<file path="config.mk">
export PLATFORM = sky130hd
export DESIGN_NAME = ctrl_flush_reg
export DESIGN_NICKNAME = d
export VERILOG_FILES = /design/src/rtl/ctrl_flush_reg.sv
export SDC_FILE = /design/constraint.sdc
export NUM_CORES = 1
export LEC_CHECK = 0
export CORE_AREA = 2 2 39 41
export DETAILED_ROUTE_END_ITERATION = 12
export DIE_AREA = 0 0 41 43
export GPL_ROUTABILITY_DRIVEN = 1
export SLEW_MARGIN = 20
export SYNTH_ARGS = -nofsm -noshare
export SYNTH_HDL_FRONTEND = slang
export SYNTH_SLANG_ARGS = --single-unit
</file>
<file path="constraint.sdc">
create_clock -name clk_i -period 1.1 [get_ports clk_i]
set_clock_uncertainty 0.05 [all_clocks]
set_input_delay 0.33 -clock clk_i [delete_from_list [all_inputs] [get_ports clk_i]]
set_output_delay 0.33 -clock clk_i [all_outputs]
set_load 0.02 [all_outputs]
</file>
<file path="src/rtl/ctrl_flush_reg.sv">
// ID/EX control-field register: loads, holds on stall, squashes to multi-cycle flush bubbles.
// Latency 1 cycle; stall_i holds the stage; bubbles advance even while stalled.
// Optional flush-bubble statistics counter is enabled by CTRL_FLUSH_REG_BUBBLE_CNT_EN.
module ctrl_flush_reg #(
  parameter int WB_W         = 2,
  parameter int EX_W         = 3,
  parameter int MEM_W        = 2,
  parameter int FLUSH_CYCLES = 1,
  parameter int CNT_W        = 8
) (
  input  logic             clk_i,
  input  logic             rst_i,
  input  logic [WB_W-1:0]  WB_i,
  input  logic [EX_W-1:0]  EX_i,
  input  logic [MEM_W-1:0] MEM_i,
  input  logic             valid_i,
  input  logic             stall_i,
  input  logic             flush_i,
  output logic [WB_W-1:0]  WB_o,
  output logic [EX_W-1:0]  EX_o,
  output logic [MEM_W-1:0] MEM_o,
  output logic             valid_o,
  output logic             flushing_o
`ifdef CTRL_FLUSH_REG_BUBBLE_CNT_EN
  ,
  input  logic             cnt_clr_i,
  output logic [CNT_W-1:0] bubble_cnt_o
`endif
);

  localparam int FL_W = $clog2(FLUSH_CYCLES + 1);
  // The flush edge itself is the first bubble, so the counter only tracks the extra ones.
  localparam logic [FL_W-1:0] FL_RELOAD = FL_W'(FLUSH_CYCLES - 1);

  logic [FL_W-1:0] fl_cnt;
  logic            fl_active;
  logic            bubble;

  assign fl_active  = (fl_cnt != '0);
  assign bubble     = flush_i | fl_active;
  assign flushing_o = fl_active;

  always_ff @(posedge clk_i or negedge rst_i) begin
    if (!rst_i) begin
      WB_o    <= '0;
      EX_o    <= '0;
      MEM_o   <= '0;
      valid_o <= 1'b0;
      fl_cnt  <= '0;
    end else if (flush_i) begin
      WB_o    <= '0;
      EX_o    <= '0;
      MEM_o   <= '0;
      valid_o <= 1'b0;
      fl_cnt  <= FL_RELOAD;
    end else if (fl_active) begin
      WB_o    <= '0;
      EX_o    <= '0;
      MEM_o   <= '0;
      valid_o <= 1'b0;
      fl_cnt  <= fl_cnt - FL_W'(1);
    end else if (!stall_i) begin
      WB_o    <= WB_i;
      EX_o    <= EX_i;
      MEM_o   <= MEM_i;
      valid_o <= valid_i;
    end
  end

`ifdef CTRL_FLUSH_REG_BUBBLE_CNT_EN
  // Saturating count of written bubbles; a clear beats a same-edge increment.
  always_ff @(posedge clk_i or negedge rst_i) begin
    if (!rst_i) begin
      bubble_cnt_o <= '0;
    end else if (cnt_clr_i) begin
      bubble_cnt_o <= '0;
    end else if (bubble && (bubble_cnt_o != '1)) begin
      bubble_cnt_o <= bubble_cnt_o + CNT_W'(1);
    end
  end
`endif

endmodule

</file>
-- After elaboration in Yosys (flattened, before gate mapping)
Cells that the tools add are included.
- flip-flop bits (word level): 9
- word-level logic and storage cells: 21
- output and inout bits: 9
- multiplexer cells: 14
- add/subtract/negate cells: 1
- eq/ne operators: 1
- operators with widths (cell ; count):
    $mux 2 ; 6
    $mux 3 ; 3
    $mux 1 ; 5
    $ne 3x1->1 const B ; 1
    $sub 1x1->1 const B ; 1

-- Logic depth before layout (Yosys ltp)
Gate-level depths: netlist (run 1).
- depth in word-level cells: 3
- depth in mapped cells: 3

-- Worst setup path before layout (run 1)
OpenSTA, ideal clock, no wires.
- kind: in2reg
- from: input stall_i
- to: register EX_o[0]
- library setup time: 0.128 ns
- slack: 0.256 ns
- buffers on the path: 1
- stages: 3
- arrival: 0.666 ns
- cell sequence: buf_6 -> mux2i_1 -> nor2_1
- word-level cells in the longest chain between the ends: 1
- RTL lines (element ; line ; source):
    start: declaration ; 17 ; input logic stall_i,
    $ne 3x1->1 (no line) ; n/a ;
    end signal: assignment ; 64 ; EX_o <= EX_i;
    end: declaration ; 20 ; output logic [EX_W-1:0] EX_o,
No other way between the ends.
A chain may end at the register's enable or synchronous reset.

-- Final worst setup path (run 1)
- from: register valid_o
- to: output valid_o
- RTL lines (element ; line ; source):
    start: declaration ; 22 ; output logic valid_o,
    start signal: assignment ; 66 ; valid_o <= valid_i;
No word-level cell between the ends.

==> out/summary.log, run 1 <==
[finish] Non-Filler Cell Area, Final 619 µm²
[die] area enclosed by the die boundary 0.00176 mm²
[finish] footprint of the multi-input gates 114 µm²
[finish] share of cells above drive strength 1 34.5%
[logic_synthesis] Synth Cell Area 337 µm²
[routing] average detailed-routed wire length per instance 10.6 µm
[die] starting density of the core 24.3%
[grt] global routing usage summed across all routing layers 10.5%
[routing] Detailed Route Iter0 Violations 5
[routing] number of nets with antenna violations after detailed routing 0
[critical_path] Crit Path Category reg2out
[logic_synthesis] syn_area_per_cell 12.0 µm²
[finish] Filler cells 140
[grt] first-pass GRT wire length 1.17 mm
[timing] setup repair after global routing missed its margin yes
[logic_synthesis] count of mapped cells out of synthesis 28
[timing] Worst Slack Setup Final -56.2 ps
[routing] Via Count 294
[cts] clock buffers created by TritonCTS 3
[timing] max-slew violation count 0
[routing] post-detailed-routing wire length 750 µm
[cts] H-tree lvl count 1
[cts] clock latency of the later-clocked register in the worst-skew pair 250 ps
[placed_design] placed cells 65
[finish] Syn-to-layout area delta 84.0%
[cts] CTS tree done
[critical_path] CP Data Arrival Time 780 ps
[logic_synthesis] number of warnings printed during yosys synthesis 0
[cts] hold buffers post-CTS 0
[critical_path] required time of the critical path 720 ps
[placed_design] estimated wirelength of the detail-placed design 584 µm
[die] number of top-level pins 21
[logic_synthesis] number of library cell types mapped by synthesis 7
[timing] clock period minus worst slack 1160 ps
[critical_path] startpoint of the most critical register-to-register path WB_o[1]
[timing] Final setup viols 8
[cts] maximum clock path buffer count 2
[timing] Period Utilization, post-route 105%
[grt] pin count of the biggest net entering global routing 9
[run_status] violated checks negative setup slack
[power_and_ir_drop] PwrDens 1140 mW/mm²
[placed_design] final estimated routing congestion in global placement 0.573
[critical_path] flop-to-flop setup slack 100 ps
[grt] via count of the first global-routing pass 273
[critical_path] number of cells on the worst reg-to-reg path 4
[routing] length of the first detailed-routing pass in iterations 2
[critical_path] delay of the slowest cell on the worst path 390 ps
[finish] total area of sequential cells 200 µm²
[min_path] hold crit path type in2async
[finish] Cell Count, Final, Fillers Out 71
[timing] worst hold margin 307 ps
[placed_design] PortBufs 19
[critical_path] number of cells on the critical path 1
[die] horizontal die dimension 41 µm
[power_and_ir_drop] maximum vdd drop 470 µV
[logic_synthesis] sequential share of the synthesized area 59.5%
[placed_design] area of placed instances 562 µm²
[die] floorplan core area 0.00138 mm²
[finish] commonest non-fill, non-tap cells in the layout 10 x sky130_fd_sc_hd__clkdlybuf4s50_1, 9 x sky130_fd_sc_hd__buf_6, 8 x sky130_fd_sc_hd__dfrtp_1, 8 x sky130_fd_sc_hd__mux2i_1, 8 x sky130_fd_sc_hd__nor2_1
[die] std cell rows 14
[critical_path] Worst Setup End Kind primary output
[finish] Nets 69
[power_and_ir_drop] post-layout total power 707 µW
[grt] antenna violations before repair 0
[critical_path] Critical-path top delay cell sky130_fd_sc_hd__dfrtp_1
[timing] highest clock rate 865 MHz
[cts] TritonCTS Sinks 8
[critical_path] ordered list of cells on the worst path buf_6
[timing] Fin. Hold Viols 0
[routing] Vias per Instance 4.14
[power_and_ir_drop] LEAKAGE 0.320 nW
[critical_path] startpoint kind of the worst setup timing path flip-flop
[critical_path] CP Buf/Inv Count 1
[grt] overflow left after global routing 0
[critical_path] maximum fanout along the worst path 2
[critical_path] gate family responsible for the most delay along the worst path flip-flops
[logic_synthesis] nets in the synthesized netlist 40
[run] Maximum Capacitance Violations 0
[die] vertical die dimension 43 µm
[routing] drt drc 0
[run_status] status finished, violations left
[cts] Reg clk slew, reported paths 50 ps
[finish] commonest non-fill, non-tap cell in the layout sky130_fd_sc_hd__clkdlybuf4s50_1
[logic_synthesis] count of state elements after synthesis 8
[cts] cell at the root of the clock tree sky130_fd_sc_hd__clkbuf_4
[finish] Inserted Diodes 0
[critical_path] launching instance or port of the critical path valid_o
flip-flops by register name, indices dropped and copies added, names as in the netlist:
signal   flops
valid_o      1
EX_o         3
WB_o         2
MEM_o        2
metrics by stage:
step	utilization [%]	setup WS, ps	TNS [ps]
after detailed placement	40.6	-286	-3860
final	44.8	-56.2	-402
after global routing	44.8	-83.1	-616
after CTS	43.7	-70.7	-491
after floorplan	-	256	0
after global placement	40.6	-270	-3750
per-layer routing:
| layer | wire length (µm) | GRT usage [%] | vias up |
|---|---|---|---|
| met5 | 0 | 0 | - |
| met4 | 10 | 10.0 | 0 |
| met3 | 56 | 3.14 | 2 |
| met2 | 403 | 14.4 | 9 |
| met1 | 279 | 12.3 | 139 |
| li1 | - | - | 144 |
timing repair:
| item | in CTS | in global routing |
|---|---|---|
| pin swaps | 0 | 0 |
| endpoints found under the setup margin | 14 | 8 |
| resized for setup | 50 | 0 |
| setup buffers | 1 | 2 |
| cloned | 0 | 0 |
synth_stat cells:
library cell | n | share of area [%]
sky130_fd_sc_hd__conb_1 | 1 | 1.1
sky130_fd_sc_hd__mux2i_1 | 8 | 24
sky130_fd_sc_hd__buf_1 | 1 | 1.1
sky130_fd_sc_hd__dfrtp_1 | 8 | 59
sky130_fd_sc_hd__nor2_1 | 8 | 8.9
sky130_fd_sc_hd__buf_6 | 1 | 3.3
sky130_fd_sc_hd__buf_4 | 1 | 2.2
power by group:
part	leakage, nW	internal, mW	total (mW)	switching (mW)
registers	0.106	0.311	0.323	0.0120
logic	0.200	0.0998	0.165	0.0649
clock network	0.0138	0.125	0.219	0.0948
total	0.320	0.536	0.707	0.172
cell type report:
| type | count | share of cell area [%] |
|---|---|---|
| Clock buffer | 3 | 3.64 |
| Multi-Input combinational cell | 17 | 18.4 |
| Sequential cell | 8 | 32.3 |
| Tap cell | 16 | 3.23 |
| Timing Repair Buffer | 27 | 42.4 |
worst register-to-register path: cells and delay by family, from the launching register on:
kind | cells | cell delay, ps
mux | 1 | 140
buf+inv | 2 | 260
simple gates | 1 | 60
flops | 1 | 390
path summary, 6_finish.rpt:
check,end
worst max-delay path,valid_o
worst min-delay path,WB_o[0]
worst max register to register,WB_o[1]
worst min register to register,MEM_o[1]
max in group asynchronous,EX_o[0]
min in group clk_i,MEM_o[1]
cell families (layout without fill, tap and decap cells):
logic type             count (synthesis)  count (layout)  share of synthesized area, %
other                                  1               1                          1.11
buffers and inverters                  3              30                          6.69
muxes                                  8               8                          23.8
and+or+nand+nor                        8               8                          8.92
DFF                                    8               8                          59.5
Power figures use the tool's default switching activity.
==> inputs of run 2 (changes only) <==
--- a/config.mk
+++ b/config.mk
@@ -9,6 +9,7 @@
 export DETAILED_ROUTE_END_ITERATION = 12
 export DIE_AREA = 0 0 41 43
 export GPL_ROUTABILITY_DRIVEN = 1
+export SETUP_SLACK_MARGIN = 0.5
 export SLEW_MARGIN = 20
 export SYNTH_ARGS = -nofsm -noshare
 export SYNTH_HDL_FRONTEND = slang
==> out/summary.log, run 2 (synthesis results as in run 1) <==
[placed_design] PortBufs 19
[die] starting density of the core 24.3%
[power_and_ir_drop] share of power burned in the clock network 31.2%
[finish] share of cells above drive strength 1 34.6%
[placed_design] minimum setup slack after placement -304 ps
[cts] cell at the root of the clock tree sky130_fd_sc_hd__clkbuf_4
[cts] Reg clk slew, reported paths 50 ps
[routing] drt drc 0
[finish] Syn-to-layout area delta 75.1%
[power_and_ir_drop] PwrDens 1170 mW/mm²
[timing] Worst Slack Setup Final -70.1 ps
[die] floorplan core area 0.00138 mm²
[timing] max-slew violation count 0
[routing] length of the first detailed-routing pass in iterations 2
[grt] via count of the first global-routing pass 282
[timing] worst hold margin 33.0 ps
[run_status] status finished, violations left
[die] std cell rows 14
[power_and_ir_drop] internal power component 519 µW
[cts] clock buffers created by TritonCTS 3
[grt] antenna violations before repair 0
[timing] setup repair after global routing missed its margin yes
[critical_path] CP Data Arrival Time 790 ps
[power_and_ir_drop] reported net switching power 168 µW
[critical_path] gate family responsible for the most delay along the worst path flip-flops
[routing] number of nets with antenna violations after detailed routing 0
[run_status] violated checks negative setup slack
[critical_path] Crit Path Category reg2out
[finish] commonest non-fill, non-tap cells in the layout 10 x sky130_fd_sc_hd__buf_6, 9 x sky130_fd_sc_hd__dlygate4sd2_1, 8 x sky130_fd_sc_hd__dfrtp_1, 8 x sky130_fd_sc_hd__nor2_1, 7 x sky130_fd_sc_hd__mux2i_1
[power_and_ir_drop] proportion of power drawn by flip-flops and latches 47.2%
[min_path] hold crit path type in2async
[timing] clock period minus worst slack 1170 ps
[critical_path] CP Buf/Inv Count 1
[cts] maximum clock path buffer count 2
[routing] average detailed-routed wire length per instance 11.0 µm
[finish] Filler cells 152
[grt] global routing usage summed across all routing layers 11.3%
[power_and_ir_drop] post-layout total power 688 µW
[critical_path] maximum fanout along the worst path 2
[critical_path] Critical-path top delay cell sky130_fd_sc_hd__dfrtp_1
[timing] highest clock rate 855 MHz
[placed_design] final estimated routing congestion in global placement 0.710
[die] area enclosed by the die boundary 0.00176 mm²
[routing] Detailed Route Iter0 Violations 10
[finish] total area of sequential cells 200 µm²
[power_and_ir_drop] combinational cell fraction of total power 21.6%
[timing] Period Utilization, post-route 106%
[timing] TNS Setup -431 ps
[cts] H-tree lvl count 1
[die] horizontal die dimension 41 µm
[cts] hold buffers post-CTS 0
[placed_design] placed cells 63
[power_and_ir_drop] LEAKAGE 0.315 nW
[routing] post-detailed-routing wire length 748 µm
[routing] Via Count 279
[critical_path] required time of the critical path 720 ps
[timing] Final setup viols 8
[grt] pin count of the biggest net entering global routing 9
[power_and_ir_drop] maximum vdd drop 525 µV
[critical_path] startpoint kind of the worst setup timing path flip-flop
[critical_path] Worst Setup End Kind primary output
[finish] Cell Count, Final, Fillers Out 68
[finish] largest registers EX_o (3), MEM_o (2), WB_o (2)
[die] number of top-level pins 21
[critical_path] ordered list of cells on the worst path buf_6
[finish] max reg flops 3
[cts] clock latency of the later-clocked register in the worst-skew pair 250 ps
[cts] CTS tree done
[grt] first-pass GRT wire length 1.20 mm
[die] vertical die dimension 43 µm
[finish] register name with the most flops EX_o
[cts] TritonCTS Sinks 8
[timing] Fin. Hold Viols 0
[power_and_ir_drop] switching fraction of total power 24.5%
[finish] footprint of the multi-input gates 118 µm²
[critical_path] delay of the slowest cell on the worst path 400 ps
[finish] Inserted Diodes 0
[grt] overflow left after global routing 0
[run] Maximum Capacitance Violations 0
[finish] Nets 66
[finish] commonest non-fill, non-tap cell in the layout sky130_fd_sc_hd__buf_6
[routing] Vias per Instance 4.10
==> run 2: cell count changes in the layout (fill, tap and decap cells not counted) <==
| cell | previous run | this run |
|---|---|---|
| sky130_fd_sc_hd__buf_4 | 7 | 3 |
| sky130_fd_sc_hd__mux2i_1 | 8 | 7 |
| sky130_fd_sc_hd__clkdlybuf4s50_1 | 10 | 1 |
| sky130_fd_sc_hd__buf_2 | 0 | 1 |
| sky130_fd_sc_hd__buf_6 | 9 | 10 |
| sky130_fd_sc_hd__dlygate4sd2_1 | 1 | 9 |
| sky130_fd_sc_hd__mux2i_2 | 0 | 1 |
==> run 2: power groups by stage <==
stage	Combinational, mW	Clock [mW]	Sequential (mW)
global route	0.160	0.248	0.326
finish	0.149	0.214	0.324
detailed placement	0.149	0	0.326
global placement	0.148	0	0.325
floorplan	0.0465	0	0.345
CTS	0.141	0.229	0.324
==> run 2: layout make-up <==
class	instances	area share (%)
well taps	16	3.40
clock buffers	3	3.82
flip-flops and latches	8	34.0
multi-input cells	17	20.0
repair buffers	24	38.9
==> run 2: worst paths after layout <==
path | from | end | slack [ps] | cells past startpoint
max | EX_o[2] | EX_o[2] | -70 | 1
min | rst_i | EX_o[1] | 30 | 1
max reg2reg | EX_o[0] | EX_o[0] | 190 | 3
min reg2reg | WB_o[1] | WB_o[1] | 500 | 2
max in group asynchronous | rst_i | WB_o[0] | 710 | 1
min in group clk_i | valid_i | valid_o | 400 | 3
==> run 2: metal layers <==
| layer | up-vias | wire length (µm) | global-route usage, % | part of all wire [%] |
|---|---|---|---|---|
| met5 | - | 0 | 0 | 0 |
| met4 | 0 | 0 | 6.00 | 0 |
| met3 | 0 | 69 | 9.42 | 9.2 |
| met2 | 11 | 395 | 14.4 | 53 |
| met1 | 131 | 283 | 12.6 | 38 |
| li1 | 137 | - | - | - |
==> run 2: per-stage QoR <==
| stage | instance area, µm² | utilization (%) |
|---|---|---|
| after CTS | 567 | 41.0 |
| after floorplan | 345 | - |
| after global routing | 589 | 42.6 |
| after detailed placement | 547 | 39.5 |
| after global placement | 547 | 39.5 |
| final | 589 | 42.6 |
==> run 2: repair_timing <==
action | in CTS | in global routing
setup endpoints to repair | 24 | 16
pin swaps | 2 | 4
gates resized for setup | 62 | 2
gates cloned | 0 | 0
setup buffers | 0 | 2
